===== config.mk =====
export PLATFORM = sky130hd
export DESIGN_NAME = adder_mp_ctrl
export DESIGN_NICKNAME = d
export VERILOG_FILES = /design/src/rtl/adder_mp_pkg.sv /design/src/rtl/adder_16bit.sv /design/src/rtl/adder_mp_ctrl.sv
export SDC_FILE = /design/constraint.sdc
export NUM_CORES = 1
export LEC_CHECK = 0
export ABC_AREA = 1
export BUFFER_PORTS_ARGS = -buffer_cell sky130_fd_sc_hd__buf_4
export CAP_MARGIN = 25
export CORE_ASPECT_RATIO = 2
export CORE_MARGIN = 2
export CORE_UTILIZATION = 45
export DETAILED_ROUTE_END_ITERATION = 10
export GPL_ROUTABILITY_DRIVEN = 0
export GPL_TIMING_DRIVEN = 0
export PLACE_DENSITY = 0.68
export SETUP_SLACK_MARGIN = 0.5
export SLEW_MARGIN = 5
export SYNTH_ARGS = -nofsm -noshare
export SYNTH_HDL_FRONTEND = slang
export SYNTH_HIERARCHICAL = 1
export SYNTH_SLANG_ARGS = --single-unit

===== constraint.sdc =====
create_clock -name clk -period 3.7 [get_ports clk]
set_clock_uncertainty 0.1 [all_clocks]
set_input_delay 0 -clock clk [delete_from_list [all_inputs] [get_ports clk]]
set_output_delay 0 -clock clk [all_outputs]
set_load 0.005 [all_outputs]

===== src/rtl/adder_mp_pkg.sv =====
// Shared definitions for the multi-precision adder controller.
// Latency: n/a (types and constants only).
// Backpressure: n/a.
//
// Contents:
//   LIMB_W    - width of one limb handled by the shared adder per cycle
//   state_t   - controller FSM encoding (IDLE, CALC, DONE)
//   idx_width - width of a limb-index counter, never narrower than 1 bit
package adder_mp_pkg;

    localparam int LIMB_W = 16;

    typedef enum logic [1:0] {
        IDLE = 2'd0,
        CALC = 2'd1,
        DONE = 2'd2
    } state_t;

    // A single-limb build still needs a 1-bit index register.
    function automatic int idx_width(input int nlimb);
        return (nlimb > 1) ? $clog2(nlimb) : 1;
    endfunction

endpackage


===== src/rtl/adder_16bit.sv =====
// 16-bit ripple adder with carry in/out, the limb engine of the controller.
// Latency: combinational.
// Backpressure: none.
//
// Ports:
//   a, b - 16-bit addends
//   Cin  - carry in
//   y    - 16-bit sum
//   Co   - carry out of bit 15
module adder_16bit (
    input  logic [15:0] a,
    input  logic [15:0] b,
    input  logic        Cin,
    output logic [15:0] y,
    output logic        Co
);

    assign {Co, y} = {1'b0, a} + {1'b0, b} + {16'd0, Cin};

endmodule


===== src/rtl/adder_mp_ctrl.sv =====
// Two-requester W-bit adder that serialises each add over one shared 16-bit adder.
// Latency: NLIMB+1 cycles from grant to rsp_valid; one result per NLIMB+2 cycles.
// Backpressure: result held in DONE until rsp_ready; requesters see ready only in IDLE.
//
// Ports:
//   clk, rst                  - clock, synchronous active-high reset
//   reqN_valid / reqN_ready   - requester N handshake (ready is combinational, IDLE only)
//   reqN_a, reqN_b, reqN_cin  - requester N operands and carry-in
//   rsp_valid / rsp_ready     - result handshake
//   rsp_sum, rsp_co, rsp_id   - (a+b+cin) mod 2^W, carry out, owning requester
module adder_mp_ctrl
    import adder_mp_pkg::*;
#(
    parameter  int NLIMB = 4,
    localparam int W     = LIMB_W * NLIMB
) (
    input  logic         clk,
    input  logic         rst,

    input  logic         req0_valid,
    output logic         req0_ready,
    input  logic [W-1:0] req0_a,
    input  logic [W-1:0] req0_b,
    input  logic         req0_cin,

    input  logic         req1_valid,
    output logic         req1_ready,
    input  logic [W-1:0] req1_a,
    input  logic [W-1:0] req1_b,
    input  logic         req1_cin,

    output logic         rsp_valid,
    input  logic         rsp_ready,
    output logic [W-1:0] rsp_sum,
    output logic         rsp_co,
    output logic         rsp_id
);

    localparam int IDX_W = idx_width(NLIMB);

    // ------------------------------------------------------------------
    // State
    // ------------------------------------------------------------------
    state_t             r_state;
    state_t             w_next_state;

    logic [W-1:0]       r_a;
    logic [W-1:0]       r_b;
    logic [W-1:0]       r_sum;
    logic               r_carry;
    logic [IDX_W-1:0]   r_idx;
    logic               r_co;
    logic               r_id;
    // Index of the requester granted most recently; ties go to the other one.
    logic               r_last;

    // ------------------------------------------------------------------
    // Combinational signals
    // ------------------------------------------------------------------
    logic               w_gnt0;
    logic               w_gnt1;
    logic               w_grant;
    logic               w_last_limb;
    logic [LIMB_W-1:0]  w_limb_a;
    logic [LIMB_W-1:0]  w_limb_b;
    logic [LIMB_W-1:0]  w_y;
    logic               w_co;

    assign w_grant     = w_gnt0 | w_gnt1;
    assign w_last_limb = (r_idx == IDX_W'(NLIMB - 1));

    // ------------------------------------------------------------------
    // Limb select: pick limb r_idx of each stored operand for the adder.
    // ------------------------------------------------------------------
    always_comb begin
        w_limb_a = '0;
        w_limb_b = '0;
        for (int k = 0; k < NLIMB; k++) begin
            if (r_idx == IDX_W'(k)) begin
                w_limb_a = r_a[k*LIMB_W +: LIMB_W];
                w_limb_b = r_b[k*LIMB_W +: LIMB_W];
            end
        end
    end

    adder_16bit u_limb_add (
        .a   (w_limb_a),
        .b   (w_limb_b),
        .Cin (r_carry),
        .y   (w_y),
        .Co  (w_co)
    );

    // ------------------------------------------------------------------
    // FSM next state and arbitration
    // ------------------------------------------------------------------
    always_comb begin
        w_next_state = r_state;
        w_gnt0       = 1'b0;
        w_gnt1       = 1'b0;

        case (r_state)
            IDLE: begin
                // Grants are suppressed during reset so no requester sees a
                // transfer that the cleared state would then forget.
                if (!rst) begin
                    if (req0_valid && (!req1_valid || r_last)) begin
                        w_gnt0 = 1'b1;
                    end else if (req1_valid) begin
                        w_gnt1 = 1'b1;
                    end
                end
                if (w_gnt0 || w_gnt1) begin
                    w_next_state = CALC;
                end
            end

            CALC: begin
                if (w_last_limb) begin
                    w_next_state = DONE;
                end
            end

            DONE: begin
                if (rsp_ready) begin
                    w_next_state = IDLE;
                end
            end

            default: begin
                w_next_state = IDLE;
            end
        endcase
    end

    // ------------------------------------------------------------------
    // State register and datapath
    // ------------------------------------------------------------------
    always_ff @(posedge clk) begin
        if (rst) begin
            r_state <= IDLE;
            r_a     <= '0;
            r_b     <= '0;
            r_sum   <= '0;
            r_carry <= 1'b0;
            r_idx   <= '0;
            r_co    <= 1'b0;
            r_id    <= 1'b0;
            r_last  <= 1'b1;
        end else begin
            r_state <= w_next_state;

            case (r_state)
                IDLE: begin
                    if (w_grant) begin
                        r_a     <= w_gnt1 ? req1_a   : req0_a;
                        r_b     <= w_gnt1 ? req1_b   : req0_b;
                        r_carry <= w_gnt1 ? req1_cin : req0_cin;
                        r_idx   <= '0;
                        r_id    <= w_gnt1;
                        r_last  <= w_gnt1;
                    end
                end

                CALC: begin
                    for (int k = 0; k < NLIMB; k++) begin
                        if (r_idx == IDX_W'(k)) begin
                            r_sum[k*LIMB_W +: LIMB_W] <= w_y;
                        end
                    end
                    r_carry <= w_co;
                    if (w_last_limb) begin
                        r_idx <= '0;
                        r_co  <= w_co;
                    end else begin
                        r_idx <= r_idx + IDX_W'(1);
                    end
                end

                default: begin
                end
            endcase
        end
    end

    // ------------------------------------------------------------------
    // Outputs
    // ------------------------------------------------------------------
    assign req0_ready = w_gnt0;
    assign req1_ready = w_gnt1;
    assign rsp_valid  = (r_state == DONE);
    // The sum register holds partial limbs while CALC runs; hide them.
    assign rsp_sum    = rsp_valid ? r_sum : '0;
    assign rsp_co     = r_co;
    assign rsp_id     = r_id;

endmodule


==> summary.md, run 1 <==
| Metric | Value |
|---|---|
| Status | `complete, no violations` |
| Max_cap viols | `0` |
| Grt total ovfl | `0` |
| Fin cells | `2579` |
| Row cnt | `80` |
| First-pass GRT wire length | `69700 um` |
| Post-route ant nets | `0` |
| R2R cell count | `18` |
| R2r setup slk | `0.48 ns` |
| Area delta synth->final | `63.7%` |
| Register area share after synthesis | `36.9%` |
| WL final | `45300 um` |
| Yosys reg bits | `200` |
| CP arrival | `3.43 ns` |
| CTS tree | `done` |
| VDD IR max | `0.000300 V` |
| Port bufs | `331` |
| Antenna diodes | `0` |
| Post-DP Area | `13700 um^2` |
| Cell count after synthesis | `1654` |
| Fin crit share | `87.0%` |
| RR Startpoint | `r_idx[0]` |
| Hold crit path type | `primary input to register` |
| Synth unique cells | `33` |
| # nets final | `2564` |
| Die ar. | `25500 um^2` |
| Gr usage total | `34.9%` |
| Vias in the first global route | `14416` |
| Final Cell Area | `17800 um^2` |
| Setup Viol. Count Final | `0` |
| Clk_lat worst skew | `0.44 ns` |
| Tmin final | `3.22 ns` |
| Clock Tree Buf Depth | `2` |
| Commonest non-fill, non-tap cell in the layout | `buf_4` |
| Die Ht | `224 um` |
| Post-Syn Nets | `1938` |
| Crit-path cells | `inv_2 -> ha_2 -> buf_6 -> buf_8 -> nand3_1 -> a21o_1 -> a21oi_2 -> fa_2 -> fa_2 -> nand2_2 -> nand2_2 -> and2_4 -> nand3_2 -> nand3_2 -> nand2_2 -> nand2_4 -> o21ai_0 -> a21oi_1` |
| Number of cells on the critical path | `18` |
| Fin. Hold Viols | `0` |
| Yosys warns | `6` |
| Primary FF master, synth | `dfxtp_1` |
| Avg Inst Size Synth | `6.56 um^2` |
| CTS root buffer | `clkbuf_16` |
| CP Class | `register to register` |
| Power consumption | `0.00614 W` |
| Vias/cell | `5.34` |
| CTS sink count | `200` |
| Worst-path clk slew | `0.07 ns` |
| Largest fanout on the critical path | `6` |
| Crit. End Element | `register` |
| Dpl hpwl | `32500 um` |
| DIE WIDTH | `114 um` |
| Num ports | `332` |
| Startpoint types | `register` |
| Initial DRC count | `816` |
| Largest net degree at the start of global routing | `19` |
| Highest-count cells in the layout ignoring fill and taps | `348 x buf_4, 263 x dlygate4sd3_1, 245 x a21oi_1` |
| Hold Path Stages | `3` |
| Worst path required time | `3.92 ns` |
| Mapped Area | `10900 um^2` |
| Most frequent CP cell | `nand2_2` |
| Layout cells sized above 1 | `25.0%` |
| Initial antenna violation count | `0` |
| Core area | `23800 um^2` |
| Drt drc | `0` |
| Largest stage delay, worst path | `0.40 ns` |
| Initial Utilization | `45.6%` |
| Fraction of registers with async set/reset | `0%` |
| Worst-margin pin slew | `0.981 ns` |
| Final Slew Violations | `0` |
| Buf/Inv on CP | `3` |
| P_leak | `8.41 nW` |
| Drt pass-1 iters | `6` |
| Largest delay contributor family on the critical path | `adder cells` |
| Slowest-stage cell, CP | `dfxtp_4` |
| Placed cells | `2272` |
| RSZ-0062 raised after global routing | `yes` |
| Reg2reg end | `r_sum[44]` |
| DR vias | `13779` |
| Power per cell area | `345 nW/um^2` |
| Num CTS Buffers | `17` |
| Hold endpoint | `r_idx[1]` |
| Number of H-tree levels | `4` |
| Fmax | `311 MHz` |
| Post-synth EDFFs | `0` |
| Rel. slew slack | `34.6%` |
| WL/cell | `17.6 um` |
| Hold Startpoint | `rst` |
| Layout fillers | `1829` |
==> cell families after synthesis <==
group                    Yosys count  share of synthesized area [%]
AO/OA/AOI/OAI                    626                           29.8
adder cells (fa/ha/maj)           21                           2.56
AND/OR/NAND/NOR                  432                           16.3
buffers and inverters            368                           13.9
XOR/XNOR                           7                          0.565
flip-flops                       200                           36.9
==> registers in the layout, summed over array words and instances, names as in the netlist <==
name,flops
r_sum,64
r_carry,1
rsp_co,1
r_a,64
r_state,2
r_idx,2
r_b,64
r_last,1
rsp_id,1
==> timing repair <==
item | in CTS | in global routing
endpoints found under the hold margin | 134 | 0
hold buffers | 263 | 0
gates cloned | 0 | 1
resized for setup | 91 | 151
endpoints found under the setup margin | 63 | 55
setup buffers | 4 | 8
pin swaps | 17 | 45
==> report_power, final <==
part	switching (W)	internal (W)	total, W	leakage, nW
Combinational	0.000983	0.000882	0.00187	6.49
Sequential	0.000111	0.00231	0.00242	1.64
Clock	0.000881	0.000968	0.00185	0.277
==> Yosys cell counts, types with 7 or more instances <==
cell      instances  area share, %
a21oi_1         268             12
nand2_1         251            8.7
inv_1           241            8.3
dfxtp_1         200             37
o21ai_1         191            8.8
o21ai_0         131            6.0
nor2_1          109            3.8
clkbuf_1         62            2.1
nand3_1          45            2.1
buf_2            41            1.9
a21o_1           32            2.2
ha_1             19            2.2
buf_6            10            1.0
nand2_2           9           0.52
buf_1             7           0.24
==> worst max path at each step <==
| stage | startpoint | end | slack [ns] |
|---|---|---|---|
| after detailed placement | r_idx[1] | r_sum[8] | -0.47 |
| after floorplan | r_idx[0] | r_sum[24] | 0.60 |
| after global routing | r_idx[0] | r_carry | 0.41 |
| after CTS | r_idx[1] | r_sum[38] | 0.42 |
| after global placement | r_idx[0] | r_sum[40] | -0.38 |
| final | r_idx[0] | r_sum[44] | 0.48 |
==> tightest hold or removal path, delay by kind of cell <==
kind	cells	cell delay (ns)
buf+inv	2	0.69
compound gates	1	0.04
==> routing by layer <==
metal | vias to the layer above | track usage [%] | wire length (um)
li1 | 6615 | - | -
met1 | 6301 | 31.9 | 14800
met2 | 616 | 65.8 | 24000
met3 | 247 | 4.41 | 1910
met4 | 0 | 29.6 | 4600
met5 | - | 0 | 0
==> layout make-up <==
| type | count | area (um^2) | share of cell area (%) |
|---|---|---|---|
| multi-input cells | 1086 | 5920 | 33.3 |
| well taps | 287 | 359 | 2.02 |
| repair buffers | 607 | 5230 | 29.4 |
| clock inverters | 12 | 131 | 0.739 |
| flip-flops and latches | 200 | 4010 | 22.6 |
| clock buffers | 19 | 443 | 2.49 |
| inverters | 247 | 941 | 5.29 |
| plain buffers | 121 | 737 | 4.15 |
==> metrics by stage <==
step / worst slack (ns) / utilization (%) / setup TNS (ns) / hold slack, ns
after floorplan: 0.600 / - / 0 / -0.0309
after global placement: -0.380 / 57.5 / -6.83 / 0.129
after detailed placement: -0.465 / 57.5 / -9.82 / 0.133
after CTS: 0.424 / 72.1 / 0 / 0.227
after global routing: 0.405 / 74.6 / 0 / 0.226
final: 0.482 / 74.6 / 0 / 0.233
Power figures use the tool's default switching activity.
==> run 2: changes to the inputs <==
==> constraint.sdc (replaced) <==
create_clock -name clk -period 3.39 [get_ports clk]
set_clock_uncertainty 0.1 [all_clocks]
set_input_delay 0 -clock clk [delete_from_list [all_inputs] [get_ports clk]]
set_output_delay 0 -clock clk [all_outputs]
set_load 0.005 [all_outputs]
==> run 2 against run 1 <==
  * Cell count grew 0.89%
  * Critical path depth is 1 higher
  * Combinational power increased by 18%
==> summary.md, run 2 (synthesis results as in run 1) <==
| Metric | Value |
|---|---|
| R2R cell count | `19 (+1)` |
| # nets final | `2585 (+0.82%)` |
| Rel. slew slack | `47.1% (+12 points)` |
| Vias in the first global route | `14434 (+0.12%)` |
| GR Util met1 | `32.6% (+0.69 points)` |
| Layout cells sized above 1 | `28.1% (+3.0 points)` |
| CP arrival | `3.44 ns (about the same)` |
| Initial antenna violation count | `1 (+1)` |
| Setup Viol. Count Final | `0 (unchanged)` |
| GR peak layer | `met2` |
| Core area | `23800 um^2 (unchanged)` |
| Area delta synth->final | `68.7%` |
| Max_cap viols | `0 (unchanged)` |
| Row cnt | `80 (unchanged)` |
| Fin Hold WS | `0.235 ns (+0.00181 ns)` |
| Final Slew Violations | `0 (unchanged)` |
| CTS tree | `done` |
| CTS root buffer | `clkbuf_16` |
| Highest-count cells in the layout ignoring fill and taps | `359 x buf_4, 263 x dlygate4sd3_1, 236 x inv_1` |
| Number of H-tree levels | `4 (unchanged)` |
| Slowest-stage cell, CP | `fa_2` |
| Fin. Hold Viols | `0 (unchanged)` |
| VDD IR max | `0.000316 V (+5.5%)` |
| R2r setup slk | `0.16 ns (-0.33 ns)` |
| Total negative slack | `0 ns (unchanged)` |
| Num ports | `332 (unchanged)` |
| CP Class | `register to register` |
| Status | `complete, no violations` |
| Post-route ant nets | `0 (unchanged)` |
| Initial DRC count | `710 (-13%)` |
| Power per cell area | `380 nW/um^2 (+10%)` |
| Die ar. | `25500 um^2 (unchanged)` |
| Startpoint types | `register` |
| Hold Startpoint | `rst` |
| Hold Path Stages | `3 (unchanged)` |
| Grt total ovfl | `0 (unchanged)` |
| WL/cell | `17.7 um (+0.76%)` |
| Power consumption | `0.00696 W (+13%)` |
| Fmax | `309 MHz (-0.48%)` |
| P_leak | `8.58 nW (+2.1%)` |
| Worst-path clk slew | `0.08 ns (about the same)` |
| Reg2reg end | `r_sum[46]` |
| Hold crit path type | `primary input to register` |
| Biggest regs | `r_a: 64 flops, r_b: 64 flops, r_sum: 64 flops` |
| DIE WIDTH | `114 um (unchanged)` |
| CTS sink count | `200 (unchanged)` |
| Worst-margin pin slew | `0.794 ns (-0.187 ns)` |
| Vias/cell | `5.35 (+0.14%)` |
| Met2 Use GR | `65.4% (-0.41 points)` |
| WL final | `46100 um (+1.7%)` |
| Gr usage total | `34.7% (-0.19 points)` |
| Commonest non-fill, non-tap cell in the layout | `buf_4` |
| Port bufs | `331 (unchanged)` |
| Drt pass-1 iters | `6 (unchanged)` |
| DR vias | `13922 (+1.0%)` |
| Hold endpoint | `rsp_co` |
| Crit-path cells | `inv_4 -> ha_4 -> buf_6 -> clkbuf_16 -> nand3_2 -> a21o_1 -> a21oi_4 -> fa_2 -> fa_2 -> nand2_2 -> nand2_2 -> nand3b_1 -> nand2_4 -> nand2_2 -> nand2_2 -> nand2_2 -> nand2_4 -> o21ai_2 -> a21oi_1` |
| Fin crit share | `95.4% (+8.4 points)` |
| Most frequent CP cell | `nand2_2` |
| Clk_lat worst skew | `0.44 ns (about the same)` |
| RSZ-0062 raised after global routing | `yes` |
| Tmin final | `3.23 ns (+0.0155 ns)` |
| Die Ht | `224 um (unchanged)` |
| Largest stage delay, worst path | `0.42 ns (+0.02 ns)` |
| Clock Tree Buf Depth | `2 (unchanged)` |
| Largest fanout on the critical path | `5 (-1)` |
| Drt drc | `0 (unchanged)` |
| Initial Utilization | `45.6% (unchanged)` |
| Worst path required time | `3.60 ns (-0.32 ns)` |
| Largest net degree at the start of global routing | `19 (unchanged)` |
| Final Cell Area | `18300 um^2 (+3.0%)` |
| First-pass GRT wire length | `69500 um (-0.34%)` |
| Met3 usage | `4.60% (+0.19 points)` |
| Num CTS Buffers | `17 (unchanged)` |
| Post-DP Area | `13700 um^2 (+0.16%)` |
| RR Startpoint | `r_idx[0]` |
| Crit. End Element | `register` |
| Dpl hpwl | `32300 um (-0.66%)` |
## run 2: cell types whose count changed in the layout (fill, tap and decap cells not counted), moves of 11 or more
cell	previous run	this run
o21ai_1	203	214
nand2_1	227	209
o21ai_0	100	78
a21oi_1	245	234
nand2_2	18	38
buf_4	348	359
## run 2: worst max-delay path: cells and delay by family (launching register included)
family,cells,cell delay (ns)
AOI/OAI and AO/OA,4,0.50
and+or+nand+nor,9,0.80
buffers and inverters,3,0.35
adders and majority gates,3,0.96
DFF,1,0.40
## run 2: final cells by class
type	instances	area, um^2
antenna	1	2.50
buffer	121	787
clock buffer	20	467
clock inverter	12	131
fill	1759	5520
inverter	247	940
multi-input combinational	1086	6200
sequential	200	4010
tap	287	359
timing repair buffer	628	5410
## run 2: repair_timing
| item | in CTS | in global routing |
|---|---|---|
| endpoints found under the hold margin | 134 | 0 |
| hold buffers | 263 | 0 |
| endpoints found under the setup margin | 66 | 58 |
| gates resized for setup | 212 | 105 |
| setup buffers | 24 | 10 |
| pin swaps | 67 | 51 |
## run 2: routing by layer
layer,vias to the layer above,part of all wire (%)
li1,6654,-
met1,6384,33
met2,651,53
met3,233,4.8
met4,0,8.8
met5,-,0
## run 2: worst max-delay path by stage
stage	endpoint	cells after the start	from
6_report	r_sum[46]	19	r_idx[0]
5_1_grt	r_sum[62]	20	r_idx[1]
4_1_cts	r_sum[30]	19	r_idx[0]
3_5_place_dp	r_sum[40]	18	r_idx[1]
3_3_place_gp	r_sum[40]	18	r_idx[1]
2_1_floorplan	r_sum[24]	17	r_idx[1]
## run 2: stage by stage
step / setup WS [ns] / util [%] / cells
final: 0.156 / 76.8 / 2602
after global routing: 0.0844 / 76.8 / 2602
after floorplan: 0.536 / - / 1654
after CTS: 0.272 / 74.8 / 2591
after global placement: -0.411 / 57.6 / 2272
after detailed placement: -0.492 / 57.6 / 2272
## run 2: where the power goes
group          total (W)  internal, W  switching, W
Sequential       0.00265      0.00252      0.000127
Combinational    0.00220      0.00107       0.00114
Clock            0.00210      0.00110      0.000997
